`config.mk`:
```
export PLATFORM = sky130hd
export DESIGN_NAME = cache_return_arbiter_flat
export DESIGN_NICKNAME = d
export VERILOG_FILES = /design/src/rtl/prv664_cache_ret_pkg.sv /design/src/rtl/cache_return_arbiter_if.sv /design/src/rtl/cache_ret_fifo.sv /design/src/rtl/cache_return_arbiter.sv /design/src/flat_wrapper.sv
export SDC_FILE = /design/constraint.sdc
export NUM_CORES = 1
export LEC_CHECK = 0
export CAP_MARGIN = 10
export CORE_ASPECT_RATIO = 2
export CORE_MARGIN = 2
export CORE_UTILIZATION = 49
export DETAILED_ROUTE_END_ITERATION = 8
export PLACE_DENSITY = 0.76
export RECOVER_POWER = 25
export SYNTH_ARGS = -nofsm -noshare
export SYNTH_HDL_FRONTEND = slang
export SYNTH_SLANG_ARGS = --single-unit
```
`constraint.sdc`:
```
create_clock -name clk_i -period 8.95 [get_ports clk_i]
set_input_delay 1.79 -clock clk_i [delete_from_list [all_inputs] [get_ports clk_i]]
set_output_delay 1.79 -clock clk_i [all_outputs]
set_load 0.02 [all_outputs]
```
`src/rtl/prv664_cache_ret_pkg.sv`:
```
// Shared types for the cache return path: one buffered return beat and its field widths.
package prv664_cache_ret_pkg;

    localparam int XLEN         = 64;
    localparam int CACHE_USER_W = 4;
    localparam int ID_W         = 8;
    localparam int ERR_W        = 6;

    typedef struct packed {
        logic [2*XLEN-1:0]       rdata;
        logic [ID_W-1:0]         id;
        logic [CACHE_USER_W-1:0] user;
        logic [ERR_W-1:0]        error;
        logic                    mmio;
    } cache_ret_beat_t;

endpackage

```
`src/rtl/cache_return_arbiter_if.sv`:
```
// Source-side push ports and the registered cache return channel of the arbiter.
interface cache_return_arbiter_if
    import prv664_cache_ret_pkg::*;
#(
    parameter int N_PORT = 4
);
    localparam int SRC_W = $clog2(N_PORT);

    logic [N_PORT-1:0]                   src_valid_i;
    logic [N_PORT-1:0]                   src_ready_o;
    logic [N_PORT-1:0][2*XLEN-1:0]       src_rdata_i;
    logic [N_PORT-1:0][ID_W-1:0]         src_id_i;
    logic [N_PORT-1:0][CACHE_USER_W-1:0] src_user_i;
    logic [N_PORT-1:0][ERR_W-1:0]        src_error_i;
    logic [N_PORT-1:0]                   src_mmio_i;

    logic [2*XLEN-1:0]       ret_rdata_o;
    logic [ID_W-1:0]         ret_id_o;
    logic [CACHE_USER_W-1:0] ret_user_o;
    logic                    ret_valid_o;
    logic [ERR_W-1:0]        ret_error_o;
    logic                    ret_mmio_o;
    logic [SRC_W-1:0]        ret_src_o;

    modport master (
        input  src_valid_i, src_rdata_i, src_id_i, src_user_i, src_error_i, src_mmio_i,
        output src_ready_o,
        output ret_rdata_o, ret_id_o, ret_user_o, ret_valid_o, ret_error_o, ret_mmio_o, ret_src_o
    );

    modport slave (
        output src_valid_i, src_rdata_i, src_id_i, src_user_i, src_error_i, src_mmio_i,
        input  src_ready_o,
        input  ret_rdata_o, ret_id_o, ret_user_o, ret_valid_o, ret_error_o, ret_mmio_o, ret_src_o
    );

endinterface

```
`src/rtl/cache_ret_fifo.sv`:
```
// Small synchronous FIFO of return beats; head is readable combinationally so a pop can load it the same edge.
module cache_ret_fifo
    import prv664_cache_ret_pkg::*;
#(
    parameter int DEPTH = 2
) (
    input  logic            clk,
    input  logic            srst,
    input  logic            push,
    input  cache_ret_beat_t push_data,
    input  logic            pop,
    output logic            full,
    output logic            empty,
    output cache_ret_beat_t head
);
    localparam int PTR_W = $clog2(DEPTH);

    cache_ret_beat_t  mem [DEPTH];
    logic [PTR_W-1:0] wr_ptr_reg;
    logic [PTR_W-1:0] rd_ptr_reg;
    logic [PTR_W:0]   count_reg;
    logic             do_push;
    logic             do_pop;

    // A full FIFO refuses pushes even when popping: ready must come from registered state only.
    assign do_push = push && !full;
    assign do_pop  = pop && !empty;
    assign full    = (count_reg == (PTR_W+1)'(DEPTH));
    assign empty   = (count_reg == '0);
    assign head    = mem[rd_ptr_reg];

    always_ff @(posedge clk) begin
        if (srst) begin
            wr_ptr_reg <= '0;
            rd_ptr_reg <= '0;
            count_reg  <= '0;
        end else begin
            if (do_push) wr_ptr_reg <= wr_ptr_reg + 1'b1;
            if (do_pop)  rd_ptr_reg <= rd_ptr_reg + 1'b1;
            if (do_push && !do_pop)      count_reg <= count_reg + 1'b1;
            else if (do_pop && !do_push) count_reg <= count_reg - 1'b1;
        end
    end

    always_ff @(posedge clk) begin
        if (do_push) mem[wr_ptr_reg] <= push_data;
    end

endmodule

```
`src/rtl/cache_return_arbiter.sv`:
```
// Per-source FIFOs feeding one registered cache return channel through a rotating-priority grant.
module cache_return_arbiter
    import prv664_cache_ret_pkg::*;
#(
    parameter int N_PORT     = 4,
    parameter int FIFO_DEPTH = 2
) (
    input  logic                   clk_i,
    input  logic                   srst_i,
    cache_return_arbiter_if.master bus
);
    localparam int SRC_W = $clog2(N_PORT);

    cache_ret_beat_t   in_beat [N_PORT];
    cache_ret_beat_t   head    [N_PORT];
    logic [N_PORT-1:0] full;
    logic [N_PORT-1:0] empty;
    logic [N_PORT-1:0] pop;

    logic [SRC_W-1:0]  last_reg;
    logic [SRC_W-1:0]  grant_idx;
    logic              grant_valid;

    cache_ret_beat_t   ret_beat_reg;
    logic              ret_valid_reg;
    logic [SRC_W-1:0]  ret_src_reg;

    assign bus.src_ready_o = ~full;

    generate
        for (genvar gi = 0; gi < N_PORT; gi++) begin : g_port
            assign in_beat[gi] = {bus.src_rdata_i[gi], bus.src_id_i[gi], bus.src_user_i[gi],
                                  bus.src_error_i[gi], bus.src_mmio_i[gi]};
            assign pop[gi]     = grant_valid && (grant_idx == SRC_W'(gi));

            cache_ret_fifo #(.DEPTH(FIFO_DEPTH)) u_fifo (
                .clk       (clk_i),
                .srst      (srst_i),
                .push      (bus.src_valid_i[gi]),
                .push_data (in_beat[gi]),
                .pop       (pop[gi]),
                .full      (full[gi]),
                .empty     (empty[gi]),
                .head      (head[gi])
            );
        end
    endgenerate

    // Scan starts just after the last winner and wraps, so the most recent winner has lowest priority.
    always_comb begin
        logic [SRC_W-1:0] cand;
        grant_valid = 1'b0;
        grant_idx   = '0;
        cand        = '0;
        for (int k = 1; k <= N_PORT; k++) begin
            cand = SRC_W'((int'(last_reg) + k) % N_PORT);
            if (!grant_valid && !empty[cand]) begin
                grant_valid = 1'b1;
                grant_idx   = cand;
            end
        end
    end

    always_ff @(posedge clk_i) begin
        if (srst_i) begin
            ret_beat_reg  <= '0;
            ret_valid_reg <= 1'b0;
            ret_src_reg   <= '0;
            last_reg      <= SRC_W'(N_PORT - 1);
        end else begin
            ret_valid_reg <= grant_valid;
            if (grant_valid) begin
                ret_beat_reg <= head[grant_idx];
                ret_src_reg  <= grant_idx;
                last_reg     <= grant_idx;
            end
        end
    end

    assign bus.ret_valid_o = ret_valid_reg;
    assign bus.ret_rdata_o = ret_beat_reg.rdata;
    assign bus.ret_id_o    = ret_beat_reg.id;
    assign bus.ret_user_o  = ret_beat_reg.user;
    assign bus.ret_error_o = ret_beat_reg.error;
    assign bus.ret_mmio_o  = ret_beat_reg.mmio;
    assign bus.ret_src_o   = ret_src_reg;

endmodule

```
`src/flat_wrapper.sv`:
```
// flat-port wrapper written by rule: the top's interface ports become plain ports
module cache_return_arbiter_flat import prv664_cache_ret_pkg::*;
#(
    parameter int N_PORT     = 4,
    parameter int FIFO_DEPTH = 2
)
  (clk_i, srst_i, bus_src_valid_i, bus_src_rdata_i, bus_src_id_i, bus_src_user_i, bus_src_error_i, bus_src_mmio_i, bus_src_ready_o, bus_ret_rdata_o, bus_ret_id_o, bus_ret_user_o, bus_ret_valid_o, bus_ret_error_o, bus_ret_mmio_o, bus_ret_src_o);
  cache_return_arbiter_if #(.N_PORT(N_PORT)) bus_i ();
  input  logic clk_i;
  input  logic srst_i;
  input wire logic [$bits(bus_i.src_valid_i)-1:0] bus_src_valid_i;
  input wire logic [$bits(bus_i.src_rdata_i)-1:0] bus_src_rdata_i;
  input wire logic [$bits(bus_i.src_id_i)-1:0] bus_src_id_i;
  input wire logic [$bits(bus_i.src_user_i)-1:0] bus_src_user_i;
  input wire logic [$bits(bus_i.src_error_i)-1:0] bus_src_error_i;
  input wire logic [$bits(bus_i.src_mmio_i)-1:0] bus_src_mmio_i;
  output wire logic [$bits(bus_i.src_ready_o)-1:0] bus_src_ready_o;
  output wire logic [$bits(bus_i.ret_rdata_o)-1:0] bus_ret_rdata_o;
  output wire logic [$bits(bus_i.ret_id_o)-1:0] bus_ret_id_o;
  output wire logic [$bits(bus_i.ret_user_o)-1:0] bus_ret_user_o;
  output wire logic [$bits(bus_i.ret_valid_o)-1:0] bus_ret_valid_o;
  output wire logic [$bits(bus_i.ret_error_o)-1:0] bus_ret_error_o;
  output wire logic [$bits(bus_i.ret_mmio_o)-1:0] bus_ret_mmio_o;
  output wire logic [$bits(bus_i.ret_src_o)-1:0] bus_ret_src_o;
  assign bus_i.src_valid_i = bus_src_valid_i;
  assign bus_i.src_rdata_i = bus_src_rdata_i;
  assign bus_i.src_id_i = bus_src_id_i;
  assign bus_i.src_user_i = bus_src_user_i;
  assign bus_i.src_error_i = bus_src_error_i;
  assign bus_i.src_mmio_i = bus_src_mmio_i;
  assign bus_src_ready_o = bus_i.src_ready_o;
  assign bus_ret_rdata_o = bus_i.ret_rdata_o;
  assign bus_ret_id_o = bus_i.ret_id_o;
  assign bus_ret_user_o = bus_i.ret_user_o;
  assign bus_ret_valid_o = bus_i.ret_valid_o;
  assign bus_ret_error_o = bus_i.ret_error_o;
  assign bus_ret_mmio_o = bus_i.ret_mmio_o;
  assign bus_ret_src_o = bus_i.ret_src_o;
  cache_return_arbiter #(.N_PORT(N_PORT), .FIFO_DEPTH(FIFO_DEPTH)) u_core (.clk_i(clk_i), .srst_i(srst_i), .bus(bus_i));
endmodule
```
==> reports/metrics.yaml <==
crit_path_max_incr_delay_ns: 0.67
synthCells: 3120
yosysSeqAreaShare_pct: 72.64
crit_arrival_ns: 2.32
clockRootBuffer: "clkbuf_16"
max_cap_violations: 0
skew_ns: 0.02089
rows: 171
end_kind: "output port"
htree_levels: 3
design.core.area_um2: 108300
max_slew.worst_pin.slew_ns: 1.268
cp.required_ns: 7.16
synth.most_common_cell: "edfxtp_1"
regToRegSetupSlack_ns: 4.95
synth_common_cells: "edfxtp_1, mux2i_1, a211oi_1"
ctsHoldBuffers: 0
ys.flop_type: "edfxtp_1"
clock_path_buffers: 3
globalplace.congestion: 0.8501
cellLeakagePower_nw: 21.58
power-per-cell-area_nw_per_um2: 330.6
cts_resized: 0
grt_pass1_vias: 32272
vias: 31672
die_area_um2: 111700
drt-vias-per-instance: 5.929
wirelength_um: 150400
clk_latency_ns: 0.72
syn2layout_area_growth_pct: 23.49
slew_headroom_pct: 15.47
ant_nets: 0
synth_area_leader_cell: "edfxtp_1"
grt_use_total_pct: 26.38
peakVddDrop_v: 0.0005569
synth.cell_area_um2: 53360
path_class: "register to output port"
synth_area_per_cell_um2: 17.10
largest-register: "u_core.g_port.u_fifo.mem"
cts_sinks: 1348
drc_errors: 0
outcome: "complete, no violations"
rsz0062_at_grt: "false"
grt_max_degree: 191
nNetsFinal: 4414
slew_viol_final: 0
die_h_um: 470.7
antenna_found_initial: 87
totalPowerFinal_mw: 21.78
setup_violations: 0
netlist-cell-type-count: 40
min_period_ns: 4.107
tns_ns: 0
synth.top_cells.by_area: "edfxtp_1, mux2i_1, dfxtp_1"
wire_per_inst_um: 28.15
die_w_um: 237.3
synth_top_area_share_pct: 66.19
start_util_pct: 49.28
largest_reg_flops: 1176
initialDrtViolationCount: 2444
synth_nets: 3718
async_flop_share_pct: 0
crit_fanout: 7
startpoint_type: "register"
synth-seq-cells: 1348
fmax_mhz: 243.5
fin_crit_sh_pct: 45.89
dr.pass1.iters: 5
fin_util_pct: 60.86
post_cts_buffers: 0
post_route_cells_drive_above_1_share_pct: 12.11
hold_path.class: "register to register"
yosysWarnings: 0
synth-edff-count: 1176
cts_buffers: 112
cts_tree: "done"
clkTransAtPathRegs_ns: 0.07
grt_first_pass_wirelength_um: 214300
cp_cell_sequence: "nand2b_1 -> clkdlybuf4s50_1"
fill_cells: 7854
dp_hpwl_um: 96060
final_hold_viol_count: 0
portBuffers: 747
overflow: 0
io_pins: 748
critical-path-slowest-cell: "clkdlybuf4s50_1"
-- cell type report --
| cell class | instances | area [µm²] | area share, % |
|---|---|---|---|
| Antenna cell | 44 | 110.1 | 0.1671 |
| Clock buffer | 151 | 3123 | 4.740 |
| Clock inverter | 61 | 593.1 | 0.9001 |
| Inverter | 4 | 15.01 | 0.02279 |
| Multi-Input combinational cell | 1566 | 13690 | 20.77 |
| Sequential cell | 1348 | 38770 | 58.84 |
| Tap cell | 1384 | 1732 | 2.628 |
| Timing Repair Buffer | 784 | 7856 | 11.92 |
-- power breakdown --
part	total (mW)	internal (mW)	leakage, nW	switching (mW)
Combinational	8.07	3.14	7.34	4.94
Clock	4.97	2.74	1.82	2.23
Sequential	8.74	8.12	12.4	0.616
-- metal layers --
metal	vias to the layer above	global-route usage [%]	wire length, µm
met5	-	0	476
met4	76	9.650	4688
met3	310	7.715	14590
met2	1429	44.26	73860
met1	15900	32.33	56770
li1	13957	-	-
-- worst max-delay path: cells and delay by family (launching register included) --
family	cells	cell delay, ns
simple gates	1	0.37
buf+inv	1	0.67
flops	1	0.55
-- per-stage QoR --
| step | setup WS [ns] | hold slack, ns | cell area, µm² | std cells |
|---|---|---|---|---|
| after floorplan | 0.3073 | 0.4725 | 53360 | 3120 |
| after global placement | 4.567 | 0.4807 | 62060 | 5086 |
| after detailed placement | 4.535 | 0.4887 | 62060 | 5086 |
| after CTS | 4.803 | 0.5045 | 65780 | 5298 |
| after global routing | 4.770 | 0.5472 | 65820 | 5316 |
| final | 4.843 | 0.5121 | 65890 | 5342 |
-- path summary, 6_finish.rpt --
check	from	endpoint	cells after the start
worst min register to register	u_core.g_port[0].u_fifo.rd_ptr_reg	register	2
worst min-delay path	u_core.g_port[0].u_fifo.rd_ptr_reg	register	2
worst max register to register	u_core.g_port[3].u_fifo.count_reg[0]	u_core.bus.ret_rdata_o[17]	8
worst max-delay path	u_core.g_port[2].u_fifo.count_reg[0]	bus_src_ready_o[2]	2
-- cell usage in the layout, fill, tap and decap left out, types with 5 or more instances in the layout --
cell	n
a211oi_1	200
a211oi_2	94
a21oi_1	7
a221o_1	147
buf_12	8
buf_4	29
bufinv_16	10
clkbuf_1	25
clkbuf_16	115
clkbuf_8	11
clkdlybuf4s50_1	408
clkinv_1	14
clkinv_2	23
clkinvlp_4	7
dfxtp_1	168
diode_2	44
dlygate4sd3_1	338
edfxtp_1	1176
mux2_2	147
mux2i_1	441
nand2_1	156
nand2b_1	5
nor2_1	20
o21a_1	147
o21bai_1	147
or3_1	5
xor2_1	16
-- cell families after synthesis --
logic type / share of synthesized area, %
buf+inv: 1.841
mux: 11.38
fa+ha+maj: 0.09380
xor+xnor: 0.2626
flops: 72.64
compound gates: 12.18
simple gates: 1.613
(Power assumes the default switching activity.)
